[config.mk]
export PLATFORM = sky130hd
export DESIGN_NAME = ysyx_24090012_axi_arb_flat
export DESIGN_NICKNAME = d
export VERILOG_FILES = /design/src/rtl/ysyx_24090012_axi_arb_pkg.sv /design/src/rtl/ysyx_24090012_axi_arb_if.sv /design/src/rtl/ysyx_24090012_arb_sel.sv /design/src/rtl/ysyx_24090012_axi_arb.sv /design/src/flat_wrapper.sv
export SDC_FILE = /design/constraint.sdc
export NUM_CORES = 1
export LEC_CHECK = 0
export CORE_AREA = 8 8 101 103
export DETAILED_ROUTE_END_ITERATION = 6
export DIE_AREA = 0 0 109 111
export PLACE_DENSITY_LB_ADDON = 0.15
export REMOVE_ABC_BUFFERS = 1
export SYNTH_ARGS = -nofsm -noshare
export SYNTH_HDL_FRONTEND = slang
export SYNTH_SLANG_ARGS = --single-unit
[constraint.sdc]
create_clock -name clock -period 3.4 [get_ports clock]
set_input_delay 0.68 -clock clock [delete_from_list [all_inputs] [get_ports clock]]
set_output_delay 0.68 -clock clock [all_outputs]
set_load 0.005 [all_outputs]
[src/rtl/ysyx_24090012_axi_arb_pkg.sv]
// Shared definitions for the IFU/LSU AXI read arbiter: state encoding, grant
// encoding and the AXI size/burst constants used by the requesters.
package ysyx_24090012_axi_arb_pkg;

   localparam logic [1:0] ST_IDLE = 2'd0;
   localparam logic [1:0] ST_ADDR = 2'd1;
   localparam logic [1:0] ST_DATA = 2'd2;

   typedef enum logic [1:0] {
      StIdle = ST_IDLE,
      StAddr = ST_ADDR,
      StData = ST_DATA
   } state_e;

   localparam logic GNT_IFU = 1'b0;
   localparam logic GNT_LSU = 1'b1;

   localparam logic [2:0] SIZE_4B    = 3'b010;
   localparam logic [1:0] BURST_INCR = 2'b01;

endpackage

[src/rtl/ysyx_24090012_axi_arb_if.sv]
// AXI read-only channel bundle (AR + R). The master modport issues addresses
// and accepts data; the slave modport is the responding side.
interface ysyx_24090012_axi_arb_if #(
   parameter int unsigned AW = 32,
   parameter int unsigned DW = 32
);
   logic          arvalid;
   logic          arready;
   logic [AW-1:0] araddr;
   logic [3:0]    arid;
   logic [7:0]    arlen;
   logic [2:0]    arsize;
   logic [1:0]    arburst;

   logic          rvalid;
   logic          rready;
   logic [DW-1:0] rdata;
   logic [3:0]    rid;
   logic          rlast;
   logic [1:0]    rresp;

   modport master (
      output arvalid, araddr, arid, arlen, arsize, arburst, rready,
      input  arready, rvalid, rdata, rid, rlast, rresp
   );

   modport slave (
      input  arvalid, araddr, arid, arlen, arsize, arburst, rready,
      output arready, rvalid, rdata, rid, rlast, rresp
   );
endinterface

[src/rtl/ysyx_24090012_arb_sel.sv]
// Grant selection between IFU and LSU read requests.
// Build option: YSYX_24090012_ARB_RR_EN selects round-robin on simultaneous
// requests; otherwise LSU has fixed priority.
module ysyx_24090012_arb_sel
   import ysyx_24090012_axi_arb_pkg::*;
(
   input  logic ifu_req,
   input  logic lsu_req,
`ifdef YSYX_24090012_ARB_RR_EN
   input  logic last_served,
`endif
   output logic grant
);

   // Pick the winner from the requests seen this cycle.
   always_comb begin
      grant = GNT_IFU;
      if (ifu_req && lsu_req) begin
`ifdef YSYX_24090012_ARB_RR_EN
         grant = (last_served == GNT_LSU) ? GNT_IFU : GNT_LSU;
`else
         grant = GNT_LSU;
`endif
      end else if (lsu_req) begin
         grant = GNT_LSU;
      end
   end

endmodule

[src/rtl/ysyx_24090012_axi_arb.sv]
// Two-requester (IFU, LSU) AXI read arbiter onto one shared master port.
// One transaction in flight; grant is decided in IDLE and held through ADDR
// and DATA until the last R beat. Reset gates every output immediately.
// Build option: YSYX_24090012_ARB_RR_EN enables round-robin arbitration.
module ysyx_24090012_axi_arb
   import ysyx_24090012_axi_arb_pkg::*;
#(
   parameter int unsigned AW = 32,
   parameter int unsigned DW = 32
) (
   input  logic                   clock,
   input  logic                   reset,
   ysyx_24090012_axi_arb_if.slave  ifu,
   ysyx_24090012_axi_arb_if.slave  lsu,
   ysyx_24090012_axi_arb_if.master io_master
);

   state_e        state_q;
   logic          grant_q;
   logic          grant_d;
   logic          in_addr;
   logic          in_data;
   logic          ifu_fwd;
   logic          lsu_fwd;
   logic [AW-1:0] sel_araddr;
   logic [DW-1:0] fwd_rdata;
`ifdef YSYX_24090012_ARB_RR_EN
   logic          last_q;
`endif

   ysyx_24090012_arb_sel u_sel (
      .ifu_req     (ifu.arvalid),
      .lsu_req     (lsu.arvalid),
`ifdef YSYX_24090012_ARB_RR_EN
      .last_served (last_q),
`endif
      .grant       (grant_d)
   );

   // Transaction sequencing: latch grant in IDLE, wait for AR then last R beat.
   always_ff @(posedge clock) begin
      if (reset) begin
         state_q <= StIdle;
         grant_q <= GNT_IFU;
`ifdef YSYX_24090012_ARB_RR_EN
         last_q  <= GNT_LSU;
`endif
      end else begin
         case (state_q)
            StIdle: begin
               if (ifu.arvalid || lsu.arvalid) begin
                  grant_q <= grant_d;
`ifdef YSYX_24090012_ARB_RR_EN
                  last_q  <= grant_d;
`endif
                  state_q <= StAddr;
               end
            end
            StAddr: begin
               if (io_master.arvalid && io_master.arready) begin
                  state_q <= StData;
               end
            end
            StData: begin
               if (io_master.rvalid && io_master.rready && io_master.rlast) begin
                  state_q <= StIdle;
               end
            end
            default: state_q <= StIdle;
         endcase
      end
   end

   // Phase qualifiers; reset kills forwarding in the same cycle it is raised.
   always_comb begin
      in_addr = !reset && (state_q == StAddr);
      in_data = !reset && (state_q == StData);
      ifu_fwd = in_data && (grant_q == GNT_IFU);
      lsu_fwd = in_data && (grant_q == GNT_LSU);
   end

   // AR path: mirror the granted requester onto the shared channel during ADDR.
   always_comb begin
      sel_araddr          = (grant_q == GNT_LSU) ? lsu.araddr : ifu.araddr;
      io_master.arvalid   = 1'b0;
      io_master.araddr    = '0;
      io_master.arid      = '0;
      io_master.arlen     = '0;
      io_master.arsize    = '0;
      io_master.arburst   = '0;
      ifu.arready         = 1'b0;
      lsu.arready         = 1'b0;
      if (in_addr) begin
         io_master.araddr = sel_araddr;
         if (grant_q == GNT_LSU) begin
            io_master.arvalid = lsu.arvalid;
            io_master.arid    = lsu.arid;
            io_master.arlen   = lsu.arlen;
            io_master.arsize  = lsu.arsize;
            io_master.arburst = lsu.arburst;
            lsu.arready       = io_master.arready;
         end else begin
            io_master.arvalid = ifu.arvalid;
            io_master.arid    = ifu.arid;
            io_master.arlen   = ifu.arlen;
            io_master.arsize  = ifu.arsize;
            io_master.arburst = ifu.arburst;
            ifu.arready       = io_master.arready;
         end
      end
   end

   // R path: forward beats (id/resp untouched) only to the granted requester.
   always_comb begin
      fwd_rdata         = io_master.rdata;
      io_master.rready  = (ifu_fwd && ifu.rready) || (lsu_fwd && lsu.rready);
      ifu.rvalid        = ifu_fwd && io_master.rvalid;
      ifu.rdata         = ifu_fwd ? fwd_rdata : '0;
      ifu.rid           = ifu_fwd ? io_master.rid : '0;
      ifu.rlast         = ifu_fwd && io_master.rlast;
      ifu.rresp         = ifu_fwd ? io_master.rresp : '0;
      lsu.rvalid        = lsu_fwd && io_master.rvalid;
      lsu.rdata         = lsu_fwd ? fwd_rdata : '0;
      lsu.rid           = lsu_fwd ? io_master.rid : '0;
      lsu.rlast         = lsu_fwd && io_master.rlast;
      lsu.rresp         = lsu_fwd ? io_master.rresp : '0;
   end

endmodule
[src/flat_wrapper.sv]
// flat-port wrapper written by rule: the top's interface ports become plain ports
module ysyx_24090012_axi_arb_flat import ysyx_24090012_axi_arb_pkg::*;
#(
   parameter int unsigned AW = 32,
   parameter int unsigned DW = 32
)
  (clock, reset, ifu_arvalid, ifu_araddr, ifu_arid, ifu_arlen, ifu_arsize, ifu_arburst, ifu_rready, ifu_arready, ifu_rvalid, ifu_rdata, ifu_rid, ifu_rlast, ifu_rresp, lsu_arvalid, lsu_araddr, lsu_arid, lsu_arlen, lsu_arsize, lsu_arburst, lsu_rready, lsu_arready, lsu_rvalid, lsu_rdata, lsu_rid, lsu_rlast, lsu_rresp, io_master_arvalid, io_master_araddr, io_master_arid, io_master_arlen, io_master_arsize, io_master_arburst, io_master_rready, io_master_arready, io_master_rvalid, io_master_rdata, io_master_rid, io_master_rlast, io_master_rresp);
  ysyx_24090012_axi_arb_if #(.AW(AW), .DW(DW)) ifu_i ();
  ysyx_24090012_axi_arb_if #(.AW(AW), .DW(DW)) lsu_i ();
  ysyx_24090012_axi_arb_if #(.AW(AW), .DW(DW)) io_master_i ();
  input  logic clock;
  input  logic reset;
  input wire logic [$bits(ifu_i.arvalid)-1:0] ifu_arvalid;
  input wire logic [$bits(ifu_i.araddr)-1:0] ifu_araddr;
  input wire logic [$bits(ifu_i.arid)-1:0] ifu_arid;
  input wire logic [$bits(ifu_i.arlen)-1:0] ifu_arlen;
  input wire logic [$bits(ifu_i.arsize)-1:0] ifu_arsize;
  input wire logic [$bits(ifu_i.arburst)-1:0] ifu_arburst;
  input wire logic [$bits(ifu_i.rready)-1:0] ifu_rready;
  output wire logic [$bits(ifu_i.arready)-1:0] ifu_arready;
  output wire logic [$bits(ifu_i.rvalid)-1:0] ifu_rvalid;
  output wire logic [$bits(ifu_i.rdata)-1:0] ifu_rdata;
  output wire logic [$bits(ifu_i.rid)-1:0] ifu_rid;
  output wire logic [$bits(ifu_i.rlast)-1:0] ifu_rlast;
  output wire logic [$bits(ifu_i.rresp)-1:0] ifu_rresp;
  input wire logic [$bits(lsu_i.arvalid)-1:0] lsu_arvalid;
  input wire logic [$bits(lsu_i.araddr)-1:0] lsu_araddr;
  input wire logic [$bits(lsu_i.arid)-1:0] lsu_arid;
  input wire logic [$bits(lsu_i.arlen)-1:0] lsu_arlen;
  input wire logic [$bits(lsu_i.arsize)-1:0] lsu_arsize;
  input wire logic [$bits(lsu_i.arburst)-1:0] lsu_arburst;
  input wire logic [$bits(lsu_i.rready)-1:0] lsu_rready;
  output wire logic [$bits(lsu_i.arready)-1:0] lsu_arready;
  output wire logic [$bits(lsu_i.rvalid)-1:0] lsu_rvalid;
  output wire logic [$bits(lsu_i.rdata)-1:0] lsu_rdata;
  output wire logic [$bits(lsu_i.rid)-1:0] lsu_rid;
  output wire logic [$bits(lsu_i.rlast)-1:0] lsu_rlast;
  output wire logic [$bits(lsu_i.rresp)-1:0] lsu_rresp;
  output wire logic [$bits(io_master_i.arvalid)-1:0] io_master_arvalid;
  output wire logic [$bits(io_master_i.araddr)-1:0] io_master_araddr;
  output wire logic [$bits(io_master_i.arid)-1:0] io_master_arid;
  output wire logic [$bits(io_master_i.arlen)-1:0] io_master_arlen;
  output wire logic [$bits(io_master_i.arsize)-1:0] io_master_arsize;
  output wire logic [$bits(io_master_i.arburst)-1:0] io_master_arburst;
  output wire logic [$bits(io_master_i.rready)-1:0] io_master_rready;
  input wire logic [$bits(io_master_i.arready)-1:0] io_master_arready;
  input wire logic [$bits(io_master_i.rvalid)-1:0] io_master_rvalid;
  input wire logic [$bits(io_master_i.rdata)-1:0] io_master_rdata;
  input wire logic [$bits(io_master_i.rid)-1:0] io_master_rid;
  input wire logic [$bits(io_master_i.rlast)-1:0] io_master_rlast;
  input wire logic [$bits(io_master_i.rresp)-1:0] io_master_rresp;
  assign ifu_i.arvalid = ifu_arvalid;
  assign ifu_i.araddr = ifu_araddr;
  assign ifu_i.arid = ifu_arid;
  assign ifu_i.arlen = ifu_arlen;
  assign ifu_i.arsize = ifu_arsize;
  assign ifu_i.arburst = ifu_arburst;
  assign ifu_i.rready = ifu_rready;
  assign ifu_arready = ifu_i.arready;
  assign ifu_rvalid = ifu_i.rvalid;
  assign ifu_rdata = ifu_i.rdata;
  assign ifu_rid = ifu_i.rid;
  assign ifu_rlast = ifu_i.rlast;
  assign ifu_rresp = ifu_i.rresp;
  assign lsu_i.arvalid = lsu_arvalid;
  assign lsu_i.araddr = lsu_araddr;
  assign lsu_i.arid = lsu_arid;
  assign lsu_i.arlen = lsu_arlen;
  assign lsu_i.arsize = lsu_arsize;
  assign lsu_i.arburst = lsu_arburst;
  assign lsu_i.rready = lsu_rready;
  assign lsu_arready = lsu_i.arready;
  assign lsu_rvalid = lsu_i.rvalid;
  assign lsu_rdata = lsu_i.rdata;
  assign lsu_rid = lsu_i.rid;
  assign lsu_rlast = lsu_i.rlast;
  assign lsu_rresp = lsu_i.rresp;
  assign io_master_arvalid = io_master_i.arvalid;
  assign io_master_araddr = io_master_i.araddr;
  assign io_master_arid = io_master_i.arid;
  assign io_master_arlen = io_master_i.arlen;
  assign io_master_arsize = io_master_i.arsize;
  assign io_master_arburst = io_master_i.arburst;
  assign io_master_rready = io_master_i.rready;
  assign io_master_i.arready = io_master_arready;
  assign io_master_i.rvalid = io_master_rvalid;
  assign io_master_i.rdata = io_master_rdata;
  assign io_master_i.rid = io_master_rid;
  assign io_master_i.rlast = io_master_rlast;
  assign io_master_i.rresp = io_master_rresp;
  ysyx_24090012_axi_arb #(.AW(AW), .DW(DW)) u_core (.clock(clock), .reset(reset), .ifu(ifu_i), .lsu(lsu_i), .io_master(io_master_i));
endmodule
Yosys cells after proc, flatten, opt, wreduce, memory -nomap -nowiden
Cells that the tools add are included.
{"block": "totals", "regBits": 3, "input_bits": 145, "word_cells": 56, "output_inout_bits": 133}
{"block": "classes", "bitwise": 1, "eq_ne": 5, "n_mux": 28, "reduce_logical": 20}
{"cell": "32-bit 2-to-1 mux", "n": 4}
{"cell": "4-bit 2-to-1 mux", "n": 4}
{"cell": "8-bit 2-to-1 mux", "n": 2}
{"cell": "1-bit logical AND", "n": 14}
{"cell": "2-bit 2-to-1 mux", "n": 7}
{"cell": "1-bit 2-to-1 mux", "n": 8}
{"cell": "3-bit 2-to-1 mux", "n": 2}
{"cell": "2-bit by 1-bit != test with 1-bit output, second input constant", "n": 3}
{"cell": "2-bit case mux with 3 select lines", "n": 1}
{"cell": "3-bit AND reduction", "n": 1}
{"cell": "2-bit by 1-bit == test with 1-bit output, second input constant", "n": 1}
{"cell": "2-bit == test, second input constant", "n": 1}
{"cell": "2-bit logical NOT", "n": 1}
{"cell": "1-bit logical OR", "n": 2}
{"cell": "2-bit AND reduction", "n": 1}
{"cell": "1-bit logical NOT", "n": 1}
{"cell": "1-bit NOT", "n": 1}

Logic depth before layout (Yosys ltp)
{"block": "depth", "word_depth": 9, "mapped_depth": 5, "mapped_depth_nobuf": 3}

Modules after synthesis
From an unflattened synthesis, not the netlist that was laid out.
{"block": "hier_totals", "hier_cells": 225, "hier_area_um2": 1556.5}
{"mod": "ysyx_24090012_axi_arb", "cells_each": 224, "area_each_um2": 1552.7, "n_inst": 1, "seq_area_each_um2": 60.1}
{"mod": "ysyx_24090012_arb_sel", "cells_each": 1, "area_each_um2": 3.8, "n_inst": 1, "seq_area_each_um2": 0.0}

Worst setup path before layout
No wires, ideal clock.
{"block": "synth_timing", "path_type": "input to output", "from": "input port reset", "to": "output port ifu_rdata[0]", "slack_ns": 1.226, "path_stages": 4, "path_buffers": 1, "required_time_ns": 2.720, "arrival_time_ns": 1.494, "cell_sequence": "or3b_4 > nor2_8 > buf_6 > and2_1"}
{"block": "synth_via", "elab_chain_len": 4}
{"element": "start: declaration", "line_no": "flat_wrapper.sv:12", "text": "input logic reset;"}
{"element": "1-bit logical NOT", "line_no": "ysyx_24090012_axi_arb.sv:77", "text": "in_data = !reset && (state_q == StData);"}
{"element": "1-bit logical AND", "line_no": "ysyx_24090012_axi_arb.sv:77"}
{"element": "1-bit logical AND", "line_no": "ysyx_24090012_axi_arb.sv:78", "text": "ifu_fwd = in_data && (grant_q == GNT_IFU);"}
{"element": "32-bit 2-to-1 mux", "line_no": "ysyx_24090012_axi_arb.sv:118", "text": "ifu.rdata = ifu_fwd ? fwd_rdata : '0;"}
{"element": "end: declaration", "line_no": "flat_wrapper.sv:22", "text": "output wire logic [$bits(ifu_i.rdata)-1:0] ifu_rdata;"}
No other way between the ends.

Worst setup path in the final report
{"block": "layout_timing", "from": "input port reset", "to": "output port lsu_rresp[1]"}
{"block": "layout_via", "elab_chain_len": 4}
{"element": "1-bit logical NOT", "line_no": "ysyx_24090012_axi_arb.sv:77"}
{"element": "1-bit logical AND", "line_no": "ysyx_24090012_axi_arb.sv:77"}
{"element": "1-bit logical AND", "line_no": "ysyx_24090012_axi_arb.sv:79", "text": "lsu_fwd = in_data && (grant_q == GNT_LSU);"}
{"element": "2-bit 2-to-1 mux", "line_no": "ysyx_24090012_axi_arb.sv:126", "text": "lsu.rresp = lsu_fwd ? io_master.rresp : '0;"}
{"element": "end: declaration", "line_no": "flat_wrapper.sv:38", "text": "output wire logic [$bits(lsu_i.rresp)-1:0] lsu_rresp;"}
No other way between the ends.

==> reports/qor.csv <==
metric,value,unit
htreeDepth,1,
dieArea,0.0121,mm2
fin_skew,0.00152,ns
critPathBufInv,3,
end_kind,primary output,
clockRootBuffer,clkbuf_8,
grt_start_max_net_pins,50,
final.min_clock_period,3.27,ns
timing_worst_slew_pin_value,0.441,ns
startpoint_type,primary input,
fin_util,0.523,
synthDistinctLibCells,15,
ys_seq_area_frac,0.0392,
path_clk_slew,0.03,ns
clockBufferDepth,2,
firstDrtPassIters,4,
viasPerCell,4.25,
p_leak,1.69,nW
cts_resized,0,
finalCritPeriodShare,0.961,
yosys.area.top_type,mux2i_1,
max-cap-violations,0,
yosysTopAreaCellShare,0.333,
cpMostUsedCell,clkdlybuf4s50_1,
synthesis.area,0.00153,mm2
fin_nets,640,
grt_first_pass_wirelength,16.3,mm
drv_slew,0,
path_cells,clkdlybuf4s50_1 > or3b_4 > nor2_8 > buf_12 > and2_1 > clkdlybuf4s50_1,
instances_no_fill,602,
rows,34,
via_count,2557,
grt_pass1_vias,2677,
hold_viol,0,
arrival,2.59,ns
n_fill_cell,819,
cp_slowest_cell,clkdlybuf4s50_1,
wl,11.3,mm
antenna_found_initial,0,
postCtsHoldBufs,0,
portBuffers,277,
flow.area_growth_from_synthesis,192,%
avgSynthCellArea,6.87,um2
crit_fanout,23,
fmax,306,MHz
start_util,0.179,
clkLatencyLatePin,0.22,ns
ir_drop,0.0711,mV
switching_share,0.289,
wl_per_cell,18.9,um
ff2ff_setup_slack,1.75,ns
setup_violations,0,
path_delay_family,buffers and inverters,
p_total,0.000545,W
synth-seq-cells,3,
layout_commonest_cell,clkdlybuf4s50_1,
core,0.00855,mm2
track_usage,0.174,
post-route-drc-count,0,
grt_setup_unrepaired,no,
seq_power_share,0.098,
multiInputGateArea,0.00133,mm2
min_path_type,register to register,
holdWs,0.471,ns
diodes,0,
worst_ep_required_time,2.72,ns
cts_sinks,3,
tritoncts,done,
final_cell_mix,"clkdlybuf4s50_1, and2_1, nor2_1",
p_switching,0.000157,W
cpPeakStageDelay,0.51,ns
ant_nets,0,
synth_cells,223,
ios,278,
pwr-share-comb,0.711,
post_cts_buffers,0,
post_route_cells_drive_above_1_share,0.0344,
status,finished clean,
hpwl,10.1,mm
p_clk_frac,0.191,
die_h,111,um
overflow,0,
drt_iter0_drc,92,
gp_congestion,0.794,
p_int,0.000388,W
die_w,109,um
slew_headroom,0.706,
register_area,63.8,um2
yosys-top-cells-area,"mux2i_1, and2_1, nor2_1",
placedCellCount,598,
crit_type,primary input to primary output,
cts_buffers,3,
powerDensity,122,mW/mm2
ys.warnings.count,0,
worst paths after layout:
kind | from | to | cells after the start
hold / removal | u_core.state_q[1] | u_core.state_q[0] | 1
hold reg to reg | u_core.state_q[1] | u_core.state_q[0] | 1
setup reg to reg | u_core.grant_q | u_core.state_q[0] | 4
setup / recovery | reset | lsu_rresp[1] | 6
power by group through the flow:
stage / clock network (W) / logic, W / registers (W)
after detailed placement: 0 / 0.000391 / 0.0000543
after global placement: 0 / 0.000386 / 0.0000541
after floorplan: 0 / 0.000108 / 0.0000621
final: 0.000104 / 0.000387 / 0.0000536
after CTS: 0.000107 / 0.000393 / 0.0000539
after global routing: 0.000112 / 0.000416 / 0.0000551
area by class of cell:
cell class | instances | share of cell area
Timing Repair Buffer | 286 | 0.647
Sequential cell | 3 | 0.0143
Clock buffer | 4 | 0.0101
Multi-Input combinational cell | 199 | 0.297
Tap cell | 108 | 0.0302
Inverter | 2 | 0.00168
Yosys cell counts:
library cell and n:
and2_1 80, nor2_1 54, mux2i_1 51, buf_6 8, buf_2 6, clkbuf_1 5, nand2_1 4, dfxtp_1 3
nor3_1 3, inv_1 2, nor2_8 2, o32ai_1 2, a21o_1 1, a21oi_1 1, or3b_4 1
flip-flops by register name, indices dropped and copies added, names as in the netlist:
name / flops
u_core.grant_q: 1
u_core.state_q: 2
per-layer routing:
metal / wire, um / share of wire / track usage
met1: 3460 / 0.30 / 0.153
met3: 1580 / 0.14 / 0.0843
met5: 0 / 0 / 0
met2: 6160 / 0.54 / 0.338
met4: 148 / 0.013 / 0.0356
per-stage QoR:
stage / setup slack [ns] / instance area, um2 / TNS [ns]
after CTS: 0.117 / 4470 / 0
after global placement: 0.142 / 4420 / 0
final: 0.133 / 4470 / 0
after detailed placement: 0.127 / 4420 / 0
after floorplan: -0.330 / 1390 / -13.30
after global routing: 0.0538 / 4470 / 0
logic make-up (layout without fill, tap and decap cells):
| family | Yosys count | in the layout | share of synthesized area |
|---|---|---|---|
| mux | 51 | 51 | 0.333 |
| simple gates | 144 | 144 | 0.512 |
| flops | 3 | 3 | 0.0392 |
| compound gates | 4 | 4 | 0.0196 |
| buf+inv | 21 | 292 | 0.0956 |
worst register-to-register path, stage by stage (launching register included):
cell	delay [ns]
dfxtp_4	0.62
buf_12	0.30
mux2i_1	0.35
o32ai_1	0.15
nor3_1	0.15
Power figures use the tool's default switching activity.
